File: config.mk
export PLATFORM = sky130hd
export DESIGN_NAME = audio_mix_interp
export DESIGN_NICKNAME = d
export VERILOG_FILES = /design/src/rtl/audio_mix_interp.sv
export SDC_FILE = /design/constraint.sdc
export NUM_CORES = 2
export LEC_CHECK = 0
export BUFFER_PORTS_ARGS = -buffer_cell sky130_fd_sc_hd__buf_4
export CELL_PAD_IN_SITES_DETAIL_PLACEMENT = 0
export CELL_PAD_IN_SITES_GLOBAL_PLACEMENT = 1
export CORE_UTILIZATION = 49
export CTS_CLUSTER_DIAMETER = 200
export DETAILED_ROUTE_END_ITERATION = 12
export PLACE_DENSITY = 0.91
export REMOVE_ABC_BUFFERS = 1
export SYNTH_ARGS = -nofsm -noshare
export SYNTH_HDL_FRONTEND = slang
export SYNTH_SLANG_ARGS = --single-unit
File: constraint.sdc
create_clock -name clk -period 19.8 [get_ports clk]
set_input_delay 1.98 -clock clk [delete_from_list [all_inputs] [get_ports clk]]
set_output_delay 1.98 -clock clk [all_outputs]
set_load 0.05 [all_outputs]
File: src/rtl/audio_mix_interp.sv
`default_nettype none
// ============================================================================
// Module   : audio_mix_interp
// Summary  : Stereo N-source attenuating mixer with saturation, feeding a
//            per-channel CIC interpolator (zero-stuffed, unity DC gain).
// Revision : 1.0
// ============================================================================
module audio_mix_interp #(
    parameter int IW     = 16,
    parameter int NSRC   = 4,
    parameter int GW     = 4,
    parameter int STAGES = 2,
    parameter int RATE   = 4,
    parameter int CALCW  = 24
) (
    input  logic                 clk,
    input  logic                 reset,
    input  logic                 cen_in,
    input  logic                 cen_out,
    input  logic [NSRC*IW-1:0]   src_l,
    input  logic [NSRC*IW-1:0]   src_r,
    input  logic [NSRC-1:0]      src_mask,
    input  logic [NSRC*GW-1:0]   src_shift,
    input  logic                 clip_clr,
    output logic [IW-1:0]        snd_l_out,
    output logic [IW-1:0]        snd_r_out,
    output logic                 clip,
    output logic                 ovr
);

    localparam int c_KW  = $clog2(NSRC);
    localparam int c_AW  = IW + c_KW;
    localparam int c_OSH = (STAGES - 1) * $clog2(RATE);

    localparam logic [c_KW-1:0]         c_KLAST = c_KW'(NSRC - 1);
    localparam logic signed [c_AW-1:0]  c_AMAX  = c_AW'({1'b0, {(IW-1){1'b1}}});
    localparam logic signed [c_AW-1:0]  c_AMIN  = ~c_AMAX;
    localparam logic signed [CALCW-1:0] c_OMAX  = CALCW'({1'b0, {(IW-1){1'b1}}});
    localparam logic signed [CALCW-1:0] c_OMIN  = ~c_OMAX;

    typedef enum logic [1:0] {
        S_IDLE = 2'd0,
        S_ACC  = 2'd1,
        S_SAT  = 2'd2
    } state_t;

    state_t                  r_state;
    logic [c_KW-1:0]         r_k;
    logic [NSRC*IW-1:0]      r_hold_l;
    logic [NSRC*IW-1:0]      r_hold_r;
    logic [NSRC-1:0]         r_mask;
    logic [NSRC*GW-1:0]      r_shift;
    logic signed [c_AW-1:0]  r_acc_l;
    logic signed [c_AW-1:0]  r_acc_r;
    logic signed [IW-1:0]    r_mix_l;
    logic signed [IW-1:0]    r_mix_r;
    logic                    r_mix_vld;
    logic                    r_clip;
    logic                    r_ovr;
    logic                    r_cout_d;

    logic [GW-1:0]           w_sh;
    logic signed [IW-1:0]    w_shl_l;
    logic signed [IW-1:0]    w_shl_r;
    logic signed [c_AW-1:0]  w_ext_l;
    logic signed [c_AW-1:0]  w_ext_r;
    logic                    w_hi_l;
    logic                    w_lo_l;
    logic                    w_hi_r;
    logic                    w_lo_r;
    logic signed [IW-1:0]    w_sat_l;
    logic signed [IW-1:0]    w_sat_r;

    // Current source term (selected by k) and the clamp of the finished sums.
    always_comb begin
        w_sh    = r_shift[r_k*GW +: GW];
        w_shl_l = $signed(r_hold_l[r_k*IW +: IW]) >>> w_sh;
        w_shl_r = $signed(r_hold_r[r_k*IW +: IW]) >>> w_sh;
        w_ext_l = {{c_KW{w_shl_l[IW-1]}}, w_shl_l};
        w_ext_r = {{c_KW{w_shl_r[IW-1]}}, w_shl_r};
        w_hi_l  = r_acc_l > c_AMAX;
        w_lo_l  = r_acc_l < c_AMIN;
        w_hi_r  = r_acc_r > c_AMAX;
        w_lo_r  = r_acc_r < c_AMIN;
        w_sat_l = w_hi_l ? c_AMAX[IW-1:0] : (w_lo_l ? c_AMIN[IW-1:0] : r_acc_l[IW-1:0]);
        w_sat_r = w_hi_r ? c_AMAX[IW-1:0] : (w_lo_r ? c_AMIN[IW-1:0] : r_acc_r[IW-1:0]);
    end

    always_ff @(posedge clk or posedge reset) begin
        if (reset) begin
            r_state   <= S_IDLE;
            r_k       <= '0;
            r_hold_l  <= '0;
            r_hold_r  <= '0;
            r_mask    <= '0;
            r_shift   <= '0;
            r_acc_l   <= '0;
            r_acc_r   <= '0;
            r_mix_l   <= '0;
            r_mix_r   <= '0;
            r_mix_vld <= 1'b0;
            r_clip    <= 1'b0;
            r_ovr     <= 1'b0;
            r_cout_d  <= 1'b0;
        end else begin
            r_mix_vld <= 1'b0;
            r_cout_d  <= cen_out;
            case (r_state)
                S_IDLE: begin
                    if (cen_in) begin
                        r_hold_l <= src_l;
                        r_hold_r <= src_r;
                        r_mask   <= src_mask;
                        r_shift  <= src_shift;
                        r_acc_l  <= '0;
                        r_acc_r  <= '0;
                        r_k      <= '0;
                        r_state  <= S_ACC;
                    end
                end
                S_ACC: begin
                    if (r_mask[r_k]) begin
                        r_acc_l <= r_acc_l + w_ext_l;
                        r_acc_r <= r_acc_r + w_ext_r;
                    end
                    if (r_k == c_KLAST) begin
                        r_k     <= '0;
                        r_state <= S_SAT;
                    end else begin
                        r_k <= r_k + c_KW'(1);
                    end
                    if (cen_in) r_ovr <= 1'b1;
                end
                S_SAT: begin
                    r_mix_l   <= w_sat_l;
                    r_mix_r   <= w_sat_r;
                    r_mix_vld <= 1'b1;
                    r_state   <= S_IDLE;
                    if (cen_in) r_ovr <= 1'b1;
                end
                default: r_state <= S_IDLE;
            endcase
            // A clamp in the same clock as a clear keeps the flag set.
            if (r_state == S_SAT && (w_hi_l || w_lo_l || w_hi_r || w_lo_r)) begin
                r_clip <= 1'b1;
            end else if (clip_clr) begin
                r_clip <= 1'b0;
            end
        end
    end

    logic signed [IW-1:0] w_mix [2];
    logic [IW-1:0]        w_out [2];

    assign w_mix[0] = r_mix_l;
    assign w_mix[1] = r_mix_r;

    for (genvar ch = 0; ch < 2; ch++) begin : g_ch
        logic signed [CALCW-1:0] r_dly  [STAGES];
        logic signed [CALCW-1:0] r_int  [STAGES];
        logic signed [CALCW-1:0] r_pend;
        logic                    r_fresh;
        logic [IW-1:0]           r_out;
        logic signed [CALCW-1:0] w_cmb  [STAGES+1];
        logic signed [CALCW-1:0] w_isum [STAGES+1];
        logic signed [CALCW-1:0] w_ish;
        logic signed [IW-1:0]    w_osat;

        // Comb chain runs at the mix rate; integrators see the pending comb
        // result once, then zeros until the next mix sample arrives.
        always_comb begin
            w_cmb[0] = {{(CALCW-IW){w_mix[ch][IW-1]}}, w_mix[ch]};
            for (int s = 0; s < STAGES; s++) begin
                w_cmb[s+1] = w_cmb[s] - r_dly[s];
            end
            w_isum[0] = r_fresh ? r_pend : '0;
            for (int s = 0; s < STAGES; s++) begin
                w_isum[s+1] = r_int[s] + w_isum[s];
            end
            w_ish = r_int[STAGES-1] >>> c_OSH;
            if (w_ish > c_OMAX) begin
                w_osat = c_OMAX[IW-1:0];
            end else if (w_ish < c_OMIN) begin
                w_osat = c_OMIN[IW-1:0];
            end else begin
                w_osat = w_ish[IW-1:0];
            end
        end

        always_ff @(posedge clk or posedge reset) begin
            if (reset) begin
                for (int s = 0; s < STAGES; s++) begin
                    r_dly[s] <= '0;
                    r_int[s] <= '0;
                end
                r_pend  <= '0;
                r_fresh <= 1'b0;
                r_out   <= '0;
            end else begin
                if (r_mix_vld) begin
                    for (int s = 0; s < STAGES; s++) begin
                        r_dly[s] <= w_cmb[s];
                    end
                    r_pend  <= w_cmb[STAGES];
                    r_fresh <= 1'b1;
                end else if (cen_out) begin
                    r_fresh <= 1'b0;
                end
                if (cen_out) begin
                    for (int s = 0; s < STAGES; s++) begin
                        r_int[s] <= w_isum[s+1];
                    end
                end
                if (r_cout_d) begin
                    r_out <= w_osat;
                end
            end
        end

        assign w_out[ch] = r_out;
    end

    assign snd_l_out = w_out[0];
    assign snd_r_out = w_out[1];
    assign clip      = r_clip;
    assign ovr       = r_ovr;

endmodule
`default_nettype wire

# Word level (Yosys, flattened, before mapping)
# Index checks and enable logic that the tools add are counted.
# word_totals
ff_bits,467
output_inout_bits,34
word_cells,100
# classes
add_sub_neg,11
magnitude_cmp,9
n_eq_ne,6
n_shift,5
muxes,28
reduce_logical,14
# op_table
cell,count
2-to-1 mux 16 bit,8
indexed part select 64 x 7 -> 16 bit,2
adder 24 bit,4
one-hot mux 18 bit (2 select lines),2
2-to-1 mux 18 bit,3
2-to-1 mux 24 bit,2
"greater-than comparator 22 x 16 -> 1 bit, second input constant",2
"less-than comparator 22 x 16 -> 1 bit, second input constant",2
adder 18 x 16 -> 18 bit,2
"greater-than comparator 18 x 16 -> 1 bit, second input constant",2
"less-than comparator 18 x 16 -> 1 bit, second input constant",2
subtractor 17 x 17 -> 18 bit,2
subtractor 16 x 16 -> 17 bit,2
>>> shifter 16 x 4 -> 16 bit,2
indexed part select 16 x 5 -> 4 bit,1
2-to-1 mux 2 bit,4
one-hot mux 2 bit (2 select lines),2
AND reduction 2 bit,4
2-to-1 mux 1 bit,6
"!= test 2 bit, second input constant",3
nonzero test 2 bit,3
"== test 2 bit, second input constant",2
logical OR 1 bit,3
"less-than comparator 2 x 3 -> 1 bit, second input constant",1
other kinds (7),7

# Longest topological paths before layout
# logic_depth
ltp_word,6
depth_mapped,25

# Least setup slack after synthesis
# Ideal clock, no wire load.
# synth_path
kind,register to register
from,register r_k[0]
to,register r_acc_l[17]
arrival_ps,4701
t_required_ps,19668
slack_ps,14967
path_stages_with_launch,22
n_path_buf,3
synth_period_minus_slack_ps,4833
path_cell_list,dfrtp_1 -> buf_2 -> buf_2 -> buf_2 -> mux4_2 -> mux2_2 -> a21oi_1 -> nor2_1 -> a21oi_1 -> o21a_1 -> inv_1 -> ha_1 -> a21o_1 -> a21o_1 -> a2111oi_2 -> nor3_1 -> nor3_2 -> nor4_1 -> or4_1 -> nand4_1 -> mux2i_1 -> o21ai_1
# synth_via
elab_chain_len,5
elab_cells_between_ends,10
cone_classes,add/sub (1); eq/ne (1); shift (3); mux (4); reduce/logical (1)
# synth_rtl
item,line_no,source
from (decl),48,logic [c_KW-1:0] r_k;
from (signal assigned),130,r_k <= r_k + c_KW'(1);
indexed part select 64 x 7 -> 16 bit / indexed part select 16 x 5 -> 4 bit (equally long branches),"77, 76",
>>> shifter 16 x 4 -> 16 bit,77,w_shl_l = $signed(r_hold_l[r_k*IW +: IW]) >>> w_sh;
adder 18 x 16 -> 18 bit,123,r_acc_l <= r_acc_l + w_ext_l;
2-to-1 mux 18 bit,122,if (r_mask[r_k]) begin
one-hot mux 18 bit (2 select lines),108,case (r_state)
to (signal assigned),123,
to (decl),53,logic signed [c_AW-1:0] r_acc_l;
# Parallel ways exist; a longest one is shown, timed or not. The select of a mux whose other input is x is not followed.
# A chain may end at the register's enable or synchronous reset.

# Final worst setup path
# Same ends and word-level chain as after synthesis.

==> flow_metrics.env <==
export IMPL_status="complete, no violations"
export IMPL_crit_start="r_k[0]"
export IMPL_ys_ff_latch=455
export IMPL_drt_first_pass_iters=5
export IMPL_wl_per_cell_um=15.3
export IMPL_met3_length_um=3210
export IMPL_period_share_pct=28.4
export IMPL_synthFlopType="dfrtp_1"
export IMPL_insertion_delay_ns=0.60
export IMPL_io_pins=187
export IMPL_diodes=0
export IMPL_skew_ns=0.0181
export IMPL_place_area_um2=30900
export IMPL_yosys_area_top_type_share_pct=39.4
export IMPL_cp_slowest_stage_delay_ns=0.60
export IMPL_timing_rr_start="r_k[0]"
export IMPL_gp_congestion=0.884
export IMPL_htreeDepth=2
export IMPL_antenna_found_initial=0
export IMPL_final_design_area_no_fill_um2=32600
export IMPL_cp_max_fo=47
export IMPL_max_freq_ghz=0.178
export IMPL_arrival_ns=6.09
export IMPL_drt_iter0_drc=981
export IMPL_clk_pin_slew_ns=0.07
export IMPL_syn_avg_cell_area_um2=9.74
export IMPL_placed_cells=3806
export IMPL_rows=88
export IMPL_yosysWarningCount=0
export IMPL_r2r_slack_ns=14.18
export IMPL_port_buffers=186
export IMPL_root_buffer="clkbuf_16"
export IMPL_die_width_um=245
export IMPL_grtUsageTotal_pct=20.2
export IMPL_synth_adder_area_share_pct=9.40
export IMPL_final_nets=3458
export IMPL_synthXorXnorAreaFrac_pct=4.16
export IMPL_drt_met1_wl_um=26600
export IMPL_wl_um=59600
export IMPL_seq_area_frac_synth_pct=39.4
export IMPL_cts_sinks=455
export IMPL_cts_tree="built"
export IMPL_ys_async_sr_fraction_pct=100
export IMPL_end_kind="flop"
export IMPL_grt_pass1_wl_um=103000
export IMPL_hp_start="ovr"
export IMPL_cts_setup_buffers=0
export IMPL_drv_slew=0
export IMPL_maxCapViolations=0
export IMPL_period_needed_ns=5.62
export IMPL_path_cells="buf_4 > mux4_2 > buf_4 > mux2_2 > nor2_1 > a21oi_1 > mux2_2 > nand2_1 > o21a_1 > inv_1 > ha_1 > a21o_1 > a21o_1 > a2111oi_2 > nor3_1 > nor3_2 > nor4_1 > or4_1 > nand4_1 > mux2i_1 > o21ai_1"
export IMPL_hpwl_um=42800
export IMPL_cts_path_max_buffers=3
export IMPL_dr_wl_met2_um=28300
export IMPL_grt_max_degree=185
export IMPL_drive_gt1_share_pct=19.7
export IMPL_slowest_stage="buf_4"
export IMPL_routed_via_density=5.51
export IMPL_min_path_type="flop to flop"
export IMPL_synth_area_leaders="dfrtp_1, mux2_2, ha_1"
export IMPL_start_util_pct=49.8
export IMPL_synth_edff_count=0
export IMPL_setup_viol=0
export IMPL_vias=21500
export IMPL_postCtsResizedCells=0
export IMPL_tightest_slew_ns=1.11
export IMPL_finalHoldViolCount=0
export IMPL_synth_common_cells="dfrtp_1, mux2_2, nand2_1, nor2_1, o21ai_0"
export IMPL_highest_layer="met4"
export IMPL_drcViolationCount=0
export IMPL_area_delta_synth_final_pct=12.9
export IMPL_slew_limit_headroom_pct=26.0
export IMPL_synth_compound_area_share_pct=15.3
export IMPL_synthCells=2963
export IMPL_yosysMostFrequentCell="dfrtp_1"
export IMPL_dieArea_um2=59900
export IMPL_layoutNonFillerInstCount=3901
export IMPL_synth_simple_gate_area_share_pct=12.0
export IMPL_overflow=0
export IMPL_ant_nets=0
export IMPL_cts_hold_buffers=0
export IMPL_worstSetupPathType="flop to flop"
export IMPL_cp_data_required_time_ns=20.27
export IMPL_rsz0062_at_grt="false"
export IMPL_cp_start_kind="flop"
export IMPL_synth_mux_area_fraction_pct=15.3
export IMPL_totalNegativeSetupSlack_ns=0
export IMPL_synth_distinct_cells=79
export IMPL_synth_top_family_by_area="compound AO/OA/AOI/OAI gates"
export IMPL_synth_cell_area_um2=28900
export IMPL_fin_util_pct=56.3
export IMPL_fp_coreArea_um2=57900
export IMPL_numCtsBuffers=51
export IMPL_synth_top_area_cell="dfrtp_1"
export IMPL_grt_pass1_vias=21900
export IMPL_fp_dieH_um=245
[routing by layer]
| layer | GRT usage, % | vias to the layer above |
|---|---|---|
| li1 | - | 10800 |
| met1 | 25.4 | 10100 |
| met2 | 34.7 | 467 |
| met3 | 4.18 | 94 |
| met4 | 6.51 | 0 |
| met5 | 0 | - |
[area by class of cell]
class | instances | area, um2
Clock buffer | 74 | 1450
Fill cell | 4994 | 25300
Inverter | 210 | 796
Clock inverter | 21 | 229
Multi-Input combinational cell | 2173 | 16200
Tap cell | 765 | 957
Timing Repair Buffer | 203 | 1540
Sequential cell | 455 | 11400
[final timing paths]
check	end	depth (start not counted)
min in group asynchronous	r_hold_r[4]	2
worst max register to register	r_acc_l[17]	21
worst max-delay path	r_acc_l[17]	21
worst min register to register	ovr	1
worst min-delay path	ovr	1
max in group asynchronous	g_ch[1].r_int[39]	4
[sequential cells by signal (all words and copies together), names as in the netlist, 2 cells and up]
register     flops
g_ch.r_int      96
g_ch.r_dly      66
r_hold_l        64
r_hold_r        64
g_ch.r_pend     36
r_acc_l         18
r_acc_r         18
r_mix_l         16
r_mix_r         16
r_shift         16
snd_l_out       16
snd_r_out       16
r_mask           4
r_k              2
r_state          2
[logic make-up after synthesis]
group / Yosys count
AND/OR/NAND/NOR: 763
AO/OA/AOI/OAI: 700
flip-flops: 455
multiplexers: 362
buffers and inverters: 335
adder cells (fa/ha/maj): 211
XOR/XNOR: 137
[worst max-delay path: cells and delay by family (launching register included)]
kind / cells / cell delay (ns)
AO/OA/AOI/OAI: 6 / 1.15
multiplexers: 4 / 1.43
adder cells (fa/ha/maj): 1 / 0.27
flip-flops: 1 / 0.34
buffers and inverters: 3 / 0.96
AND/OR/NAND/NOR: 7 / 1.27
[through the flow]
stage / hold WS, ns / worst slack, ns
after floorplan: 0.444 / 5.14
after global placement: 0.444 / 14.17
after detailed placement: 0.451 / 14.18
after CTS: 0.467 / 14.16
after global routing: 0.481 / 13.65
final: 0.466 / 14.18
[cells in the final DEF, fill, tap and decap left out, drive strengths merged, types with 43 or more instances in the layout]
master | Yosys | final
clkbuf | 97 | 74
mux2 | 272 | 272
nor2 | 239 | 239
nand2 | 256 | 256
ha | 201 | 201
xnor2 | 96 | 96
inv | 210 | 211
nor3 | 45 | 45
and2 | 43 | 43
a21oi | 155 | 155
mux2i | 55 | 55
buf | 28 | 203
o211ai | 45 | 45
a21o | 55 | 55
dfrtp | 455 | 455
o21ai | 225 | 225
Power is not shown: default switching activity piles up to over one toggle a cycle in this logic, so the estimate is an artifact.
